File: src/rtl/slcorem0_rstreq_defs.sv
// Shared definitions for the SLCore-M0 system reset request controller:
// FSM state encodings, SYS_RSTINFO cause bit positions and small helpers.
package slcorem0_rstreq_defs;

  // Width of every cycle counter in the block (hold, ack wait, lockup).
  localparam int CNT_W = 8;

  // Width of the sticky cause record and the position of each source in it.
  localparam int INFO_W      = 4;
  localparam int INFO_CORE   = 0;
  localparam int INFO_WDOG   = 1;
  localparam int INFO_LOCKUP = 2;
  localparam int INFO_SW     = 3;

  // Request sequencer states; the encodings are fixed so that debug tools
  // reading the state register see stable values.
  typedef enum logic [1:0] {
    ST_IDLE    = 2'd0,
    ST_ASSERT  = 2'd1,
    ST_WAITACK = 2'd2,
    ST_WAITREL = 2'd3
  } rst_state_e;

  // Place each active request source at its cause bit position.
  function automatic logic [INFO_W-1:0] pack_cause(input logic core,
                                                   input logic wdog,
                                                   input logic lockup,
                                                   input logic sw);
    logic [INFO_W-1:0] cause;
    cause              = '0;
    cause[INFO_CORE]   = core;
    cause[INFO_WDOG]   = wdog;
    cause[INFO_LOCKUP] = lockup;
    cause[INFO_SW]     = sw;
    return cause;
  endfunction

  // Down-counters run from N-1 to 0, so a phase of N cycles loads N-1.
  function automatic logic [CNT_W-1:0] cnt_load(input int cycles);
    return CNT_W'(cycles - 1);
  endfunction

endpackage

File: src/rtl/slcorem0_lockup_timer.sv
// Qualified core lockup timer. Counts consecutive cycles in which the core
// reports lockup, lockup resets are enabled and the request sequencer is
// idle; fires once the lockup has persisted for LOCKUP_DELAY cycles.
module slcorem0_lockup_timer
  import slcorem0_rstreq_defs::*;
#(
  parameter int LOCKUP_DELAY = 16
) (
  input  logic clk,
  input  logic rst,
  input  logic core_lockup,
  input  logic lockup_en,
  input  logic fsm_idle,
  output logic lockup_fire
);

  logic             qual_lockup;
  logic [CNT_W-1:0] count_q;

  // A lockup only counts while it is enabled and no request is in flight;
  // any break in the qualification restarts the delay from zero.
  assign qual_lockup = core_lockup & lockup_en & fsm_idle;

  // Consecutive-cycle counter; saturates so it can never wrap back into range.
  always_ff @(posedge clk or posedge rst) begin
    if (rst) begin
      count_q <= '0;
    end else if (!qual_lockup) begin
      count_q <= '0;
    end else if (count_q != {CNT_W{1'b1}}) begin
      count_q <= count_q + CNT_W'(1);
    end
  end

  // Fire on the LOCKUP_DELAY-th consecutive qualified cycle, so a lockup
  // starting in cycle 0 raises the request in cycle LOCKUP_DELAY.
  assign lockup_fire = qual_lockup && (count_q == cnt_load(LOCKUP_DELAY));

endmodule

File: src/rtl/slcorem0_rstreq.sv
// System reset request controller for SLCore-M0. Merges the core, watchdog,
// software and lockup reset requests into one stretched request towards the
// PRMU, waits for the PRMU to acknowledge by pulling SYS_HRESETn low, and
// keeps a sticky record of what caused it. Runs only on the free-running
// clock and power-on reset so the cause record survives the system reset.
module slcorem0_rstreq
  import slcorem0_rstreq_defs::*;
#(
  parameter int HOLD_CYCLES  = 4,
  parameter int ACK_TIMEOUT  = 64,
  parameter int LOCKUP_DELAY = 16
) (
  input  logic              SYS_FCLK,
  input  logic              SYS_PORESET,
  input  logic              CORE_SYSRESETREQ,
  input  logic              CORE_LOCKUP,
  input  logic              SYS_LOCKUPRESETEN,
  input  logic              SYS_WDOGRESETREQ,
  input  logic              SYS_SWRESETREQ,
  input  logic              SYS_HRESETn,
  input  logic              SYS_RSTINFOCLR,
  output logic              SYS_SYSRESETREQ,
  output logic [INFO_W-1:0] SYS_RSTINFO,
  output logic              SYS_RSTTIMEOUT
);

  // Parameters outside the 8-bit counter range are rejected at elaboration.
  if (HOLD_CYCLES < 1 || HOLD_CYCLES > 255) begin : g_hold_range
    $error("slcorem0_rstreq: HOLD_CYCLES must be in 1..255");
  end
  if (ACK_TIMEOUT < 1 || ACK_TIMEOUT > 255) begin : g_ack_range
    $error("slcorem0_rstreq: ACK_TIMEOUT must be in 1..255");
  end
  if (LOCKUP_DELAY < 1 || LOCKUP_DELAY > 255) begin : g_lockup_range
    $error("slcorem0_rstreq: LOCKUP_DELAY must be in 1..255");
  end

  rst_state_e        state_q;
  rst_state_e        state_d;
  logic [CNT_W-1:0]  count_q;
  logic [CNT_W-1:0]  count_d;
  logic              req_q;
  logic              req_d;
  logic [INFO_W-1:0] info_q;
  logic [INFO_W-1:0] info_d;
  logic              timeout_q;
  logic              timeout_d;
  logic [INFO_W-1:0] cause_set;
  logic              timeout_set;
  logic              lockup_fire;
  logic              trigger;

  slcorem0_lockup_timer #(
    .LOCKUP_DELAY (LOCKUP_DELAY)
  ) u_lockup_timer (
    .clk         (SYS_FCLK),
    .rst         (SYS_PORESET),
    .core_lockup (CORE_LOCKUP),
    .lockup_en   (SYS_LOCKUPRESETEN),
    .fsm_idle    (state_q == ST_IDLE),
    .lockup_fire (lockup_fire)
  );

  // Any source can start a sequence; only IDLE acts on it.
  assign trigger = CORE_SYSRESETREQ | SYS_WDOGRESETREQ | SYS_SWRESETREQ | lockup_fire;

  // Sequencer next state: hold the request for HOLD_CYCLES, then wait up to
  // ACK_TIMEOUT cycles for the PRMU, then wait for everything to settle.
  always_comb begin
    state_d     = state_q;
    count_d     = count_q;
    cause_set   = '0;
    timeout_set = 1'b0;
    case (state_q)
      ST_IDLE: begin
        if (trigger) begin
          state_d   = ST_ASSERT;
          count_d   = cnt_load(HOLD_CYCLES);
          cause_set = pack_cause(CORE_SYSRESETREQ, SYS_WDOGRESETREQ,
                                 lockup_fire, SYS_SWRESETREQ);
        end
      end
      ST_ASSERT: begin
        if (count_q == '0) begin
          state_d = ST_WAITACK;
          count_d = cnt_load(ACK_TIMEOUT);
        end else begin
          count_d = count_q - CNT_W'(1);
        end
      end
      ST_WAITACK: begin
        if (!SYS_HRESETn) begin
          state_d = ST_WAITREL;
          count_d = '0;
        end else if (count_q == '0) begin
          state_d     = ST_WAITREL;
          timeout_set = 1'b1;
        end else begin
          count_d = count_q - CNT_W'(1);
        end
      end
      ST_WAITREL: begin
        if (SYS_HRESETn && !CORE_SYSRESETREQ && !SYS_WDOGRESETREQ) begin
          state_d = ST_IDLE;
        end
      end
      default: begin
        state_d = ST_IDLE;
        count_d = '0;
      end
    endcase
  end

  // Request and sticky flag updates; a new cause in the same cycle as the
  // clear survives the clear for its own bit.
  always_comb begin
    req_d     = (state_d == ST_ASSERT) || (state_d == ST_WAITACK);
    info_d    = (info_q & ~{INFO_W{SYS_RSTINFOCLR}}) | cause_set;
    timeout_d = (timeout_q & ~SYS_RSTINFOCLR) | timeout_set;
  end

  // State, counter, registered request and sticky record; power-on reset
  // wipes all of it, including the cause bits.
  always_ff @(posedge SYS_FCLK or posedge SYS_PORESET) begin
    if (SYS_PORESET) begin
      state_q   <= ST_IDLE;
      count_q   <= '0;
      req_q     <= 1'b0;
      info_q    <= '0;
      timeout_q <= 1'b0;
    end else begin
      state_q   <= state_d;
      count_q   <= count_d;
      req_q     <= req_d;
      info_q    <= info_d;
      timeout_q <= timeout_d;
    end
  end

  assign SYS_SYSRESETREQ = req_q;
  assign SYS_RSTINFO     = info_q;
  assign SYS_RSTTIMEOUT  = timeout_q;

endmodule

File: config.mk
export PLATFORM = sky130hd
export DESIGN_NAME = slcorem0_rstreq
export DESIGN_NICKNAME = d
export VERILOG_FILES = /design/src/rtl/slcorem0_rstreq_defs.sv /design/src/rtl/slcorem0_lockup_timer.sv /design/src/rtl/slcorem0_rstreq.sv
export SDC_FILE = /design/constraint.sdc
export NUM_CORES = 1
export LEC_CHECK = 0
export BUFFER_PORTS_ARGS = -buffer_cell sky130_fd_sc_hd__buf_2
export CAP_MARGIN = 10
export CELL_PAD_IN_SITES_DETAIL_PLACEMENT = 1
export CELL_PAD_IN_SITES_GLOBAL_PLACEMENT = 1
export CORE_MARGIN = 2
export CORE_UTILIZATION = 25
export CTS_BUF_LIST = sky130_fd_sc_hd__clkbuf_2
export CTS_CLUSTER_DIAMETER = 40
export DETAILED_ROUTE_END_ITERATION = 8
export PLACE_DENSITY = 0.46
export SYNTH_ARGS = -nofsm -noshare
export SYNTH_HDL_FRONTEND = slang
export SYNTH_SLANG_ARGS = --single-unit
export TNS_END_PERCENT = 100
File: constraint.sdc
create_clock -name SYS_FCLK -period 2.3 [get_ports SYS_FCLK]
set_input_delay 0.46 -clock SYS_FCLK [delete_from_list [all_inputs] [get_ports SYS_FCLK]]
set_output_delay 0.46 -clock SYS_FCLK [all_outputs]
set_load 0.01 [all_outputs]
==> impl_metrics.json <==
{
  "core.rowCount": 28,
  "dp.cells": 253,
  "n_fill_cell": 692,
  "yosysMostFrequentCell": "dfrtp_1",
  "ys_seq_elements": 24,
  "coreArea_mm2": 0.00585,
  "cts_tree": "yes",
  "p_leak_nw": 0.860,
  "place_hpwl_um": 2930,
  "firstDrtPassIters": 4,
  "cp-endpoint": "count_q[4]",
  "yosysWarnings": 0,
  "cts_sinks": 24,
  "gp_congestion": 0.796,
  "grt_setup_unrepaired": "false",
  "crit_required_ns": 2.61,
  "synth_area_leaders": "dfrtp_1, ha_1, nand2_1",
  "synth_cell_types": 49,
  "hold_viol": 0,
  "gr-usage-all-layers_pct": 12.8,
  "grt_pass1_wl_um": 6450,
  "clockRootBuffer": "clkbuf_2",
  "initial_core_util_pct": 25.5,
  "finalSetupTns_ns": 0,
  "ys.flop_type": "dfrtp_1",
  "start_kind": "register",
  "post-route-period-util_pct": 91.0,
  "synthCells": 152,
  "powerDensity_mw_per_mm2": 1160,
  "r2r-start": "count_q[1]",
  "synth-edff-count": 0,
  "yosys.area.top_type_share_pct": 40.3,
  "antenna_found_initial": 0,
  "maxSlewViolCount": 0,
  "worst_skew_pair.late_latency_ns": 0.37,
  "r2r-end": "count_q[4]",
  "r2r_setup_slack_ns": 0.21,
  "critical_path.endpoint_type": "register",
  "ant_nets": 0,
  "path_max_fanout": 10,
  "synth_area_mm2": 0.00149,
  "async_reset_ff_share_pct": 100,
  "whs_ns": 0.0857,
  "clk_pin_slew_ns": 0.25,
  "drt_iter0_markers": 34,
  "synth.net_count": 169,
  "vias_per_cell": 4.88,
  "worstSetupStartpoint": "count_q[1]",
  "portBuffers": 14,
  "synthTopCellsByCount": "dfrtp_1, nand2_1, inv_1",
  "ir_drop_mv": 0.322,
  "tightest_slew_ns": 0.448,
  "dieArea_mm2": 0.00660,
  "cts_htree_levels": 1,
  "nets": 203,
  "drv_cap": 0,
  "die-width_um": 81.2,
  "stdcell_count": 260,
  "criticalPathCategory": "register to register",
  "layout-area-overhead-vs-synth_pct": 20.2,
  "syn_area_per_cell_um2": 9.81,
  "die_height_um": 81.2,
  "power_mw": 2.09,
  "grt_max_degree": 25,
  "synth_top_cell_by_area": "dfrtp_1",
  "io_pins": 15,
  "drive_gt1_share_pct": 28.1,
  "skew_ns": 0.00308,
  "first_global_vias": 1327,
  "status": "complete, no violations",
  "slew_headroom_pct": 70.0,
  "min_path_type": "input port to async pin",
  "finalSetupViolations": 0,
  "numCtsBuffers": 3,
  "wire_per_inst_um": 14.7,
  "fmax_ghz": 0.478,
  "routed_wl_um": 3820,
  "ys_seq_area_share_pct": 40.3,
  "rr_worst_depth": 7,
  "drc_errors": 0,
  "diodes": 0,
  "grt_overflow": 0,
  "num_vias": 1268,
  "fin_crit_ns": 2.09,
  "worst_ep_arrival_time_ns": 2.40,
  "clk_path_buf_depth": 2
}
[registers in the layout, summed over array words and instances (netlist names)]
register	cells
SYS_RSTINFO	4
u_lockup_timer.count_q	8
SYS_RSTTIMEOUT	1
SYS_SYSRESETREQ	1
state_q	2
count_q	8
[how the worst min path moves through the flow]
stage | to | slack [ns] | cells past startpoint
CTS | SYS_RSTINFO[1] | 0.09 | 3
finish | count_q[7] | 0.09 | 3
detailed placement | SYS_RSTINFO[3] | 0.52 | 2
global placement | SYS_RSTINFO[1] | 0.51 | 2
floorplan | SYS_RSTINFO[0] | 0.47 | 1
global route | SYS_RSTINFO[1] | 0.08 | 3
[final cells by class]
cell class              instances  area [µm²]  area share, %
multi-input cells             113         833           46.5
flip-flops and latches         24         601           33.5
repair buffers                 31         198           11.0
well taps                      75        93.8           5.23
inverters                      13        48.8           2.72
clock buffers                   3        15.0          0.837
clock inverters                 1        3.75          0.209
[metal layers]
metal | vias up | global-route usage, % | part of all wire [%]
met2 | 15 | 20.7 | 46
met1 | 629 | 17.1 | 50
met3 | 5 | 2.22 | 2.7
met4 | 0 | 4.92 | 1.4
met5 | - | 0 | 0
li1 | 619 | - | -
[power breakdown]
group          internal [mW]  leakage [nW]  switching (mW)
clock                 0.0377        0.0140           0.145
combinational          0.578         0.528           0.697
sequential             0.536         0.317          0.0943
[per-stage QoR]
stage	utilization, %	cell area [µm²]	worst slack (ns)
after floorplan	-	1490	0.248
after global placement	29.8	1740	-0.0331
after detailed placement	29.8	1740	-0.154
after CTS	30.3	1770	0.0454
after global routing	30.6	1790	0.0686
final	30.6	1790	0.207
[worst max-delay path, stage by stage, from the launching register on]
cell and delay, ns:
dfrtp_1 0.45, inv_1 0.06, ha_1 0.21, or4b_4 0.53, nor3_2 0.25, a211oi_4 0.11, and2_1 0.18, a22o_1 0.23
[logic make-up (layout without fill, tap and decap cells)]
family          Yosys count  after routing  share of synthesized area (%)
buf+inv                  15             48                           4.36
xor+xnor                  4              4                           2.35
flops                    24             24                           40.3
compound gates           45             45                           23.5
simple gates             56             56                           22.8
fa+ha+maj                 8              8                           6.71
[repair_timing]
item	CTS	global route
hold buffers	0	0
pin swaps	0	1
setup buffers	0	3
resized for setup	1	0
setup endpoints to repair	7	2
[cells in the final DEF (no fill, tap or decap), drive strengths merged, types with 4 or more instances in the layout]
| cell | instances |
|---|---|
| nand3 | 8 |
| buf | 31 |
| nor2 | 8 |
| ha | 8 |
| o21ai | 13 |
| nor3 | 5 |
| a21o | 4 |
| a21oi | 6 |
| nand2 | 15 |
| dfrtp | 24 |
| inv | 13 |
| a31oi | 5 |
No activity file was read; power rests on OpenSTA's default activity.
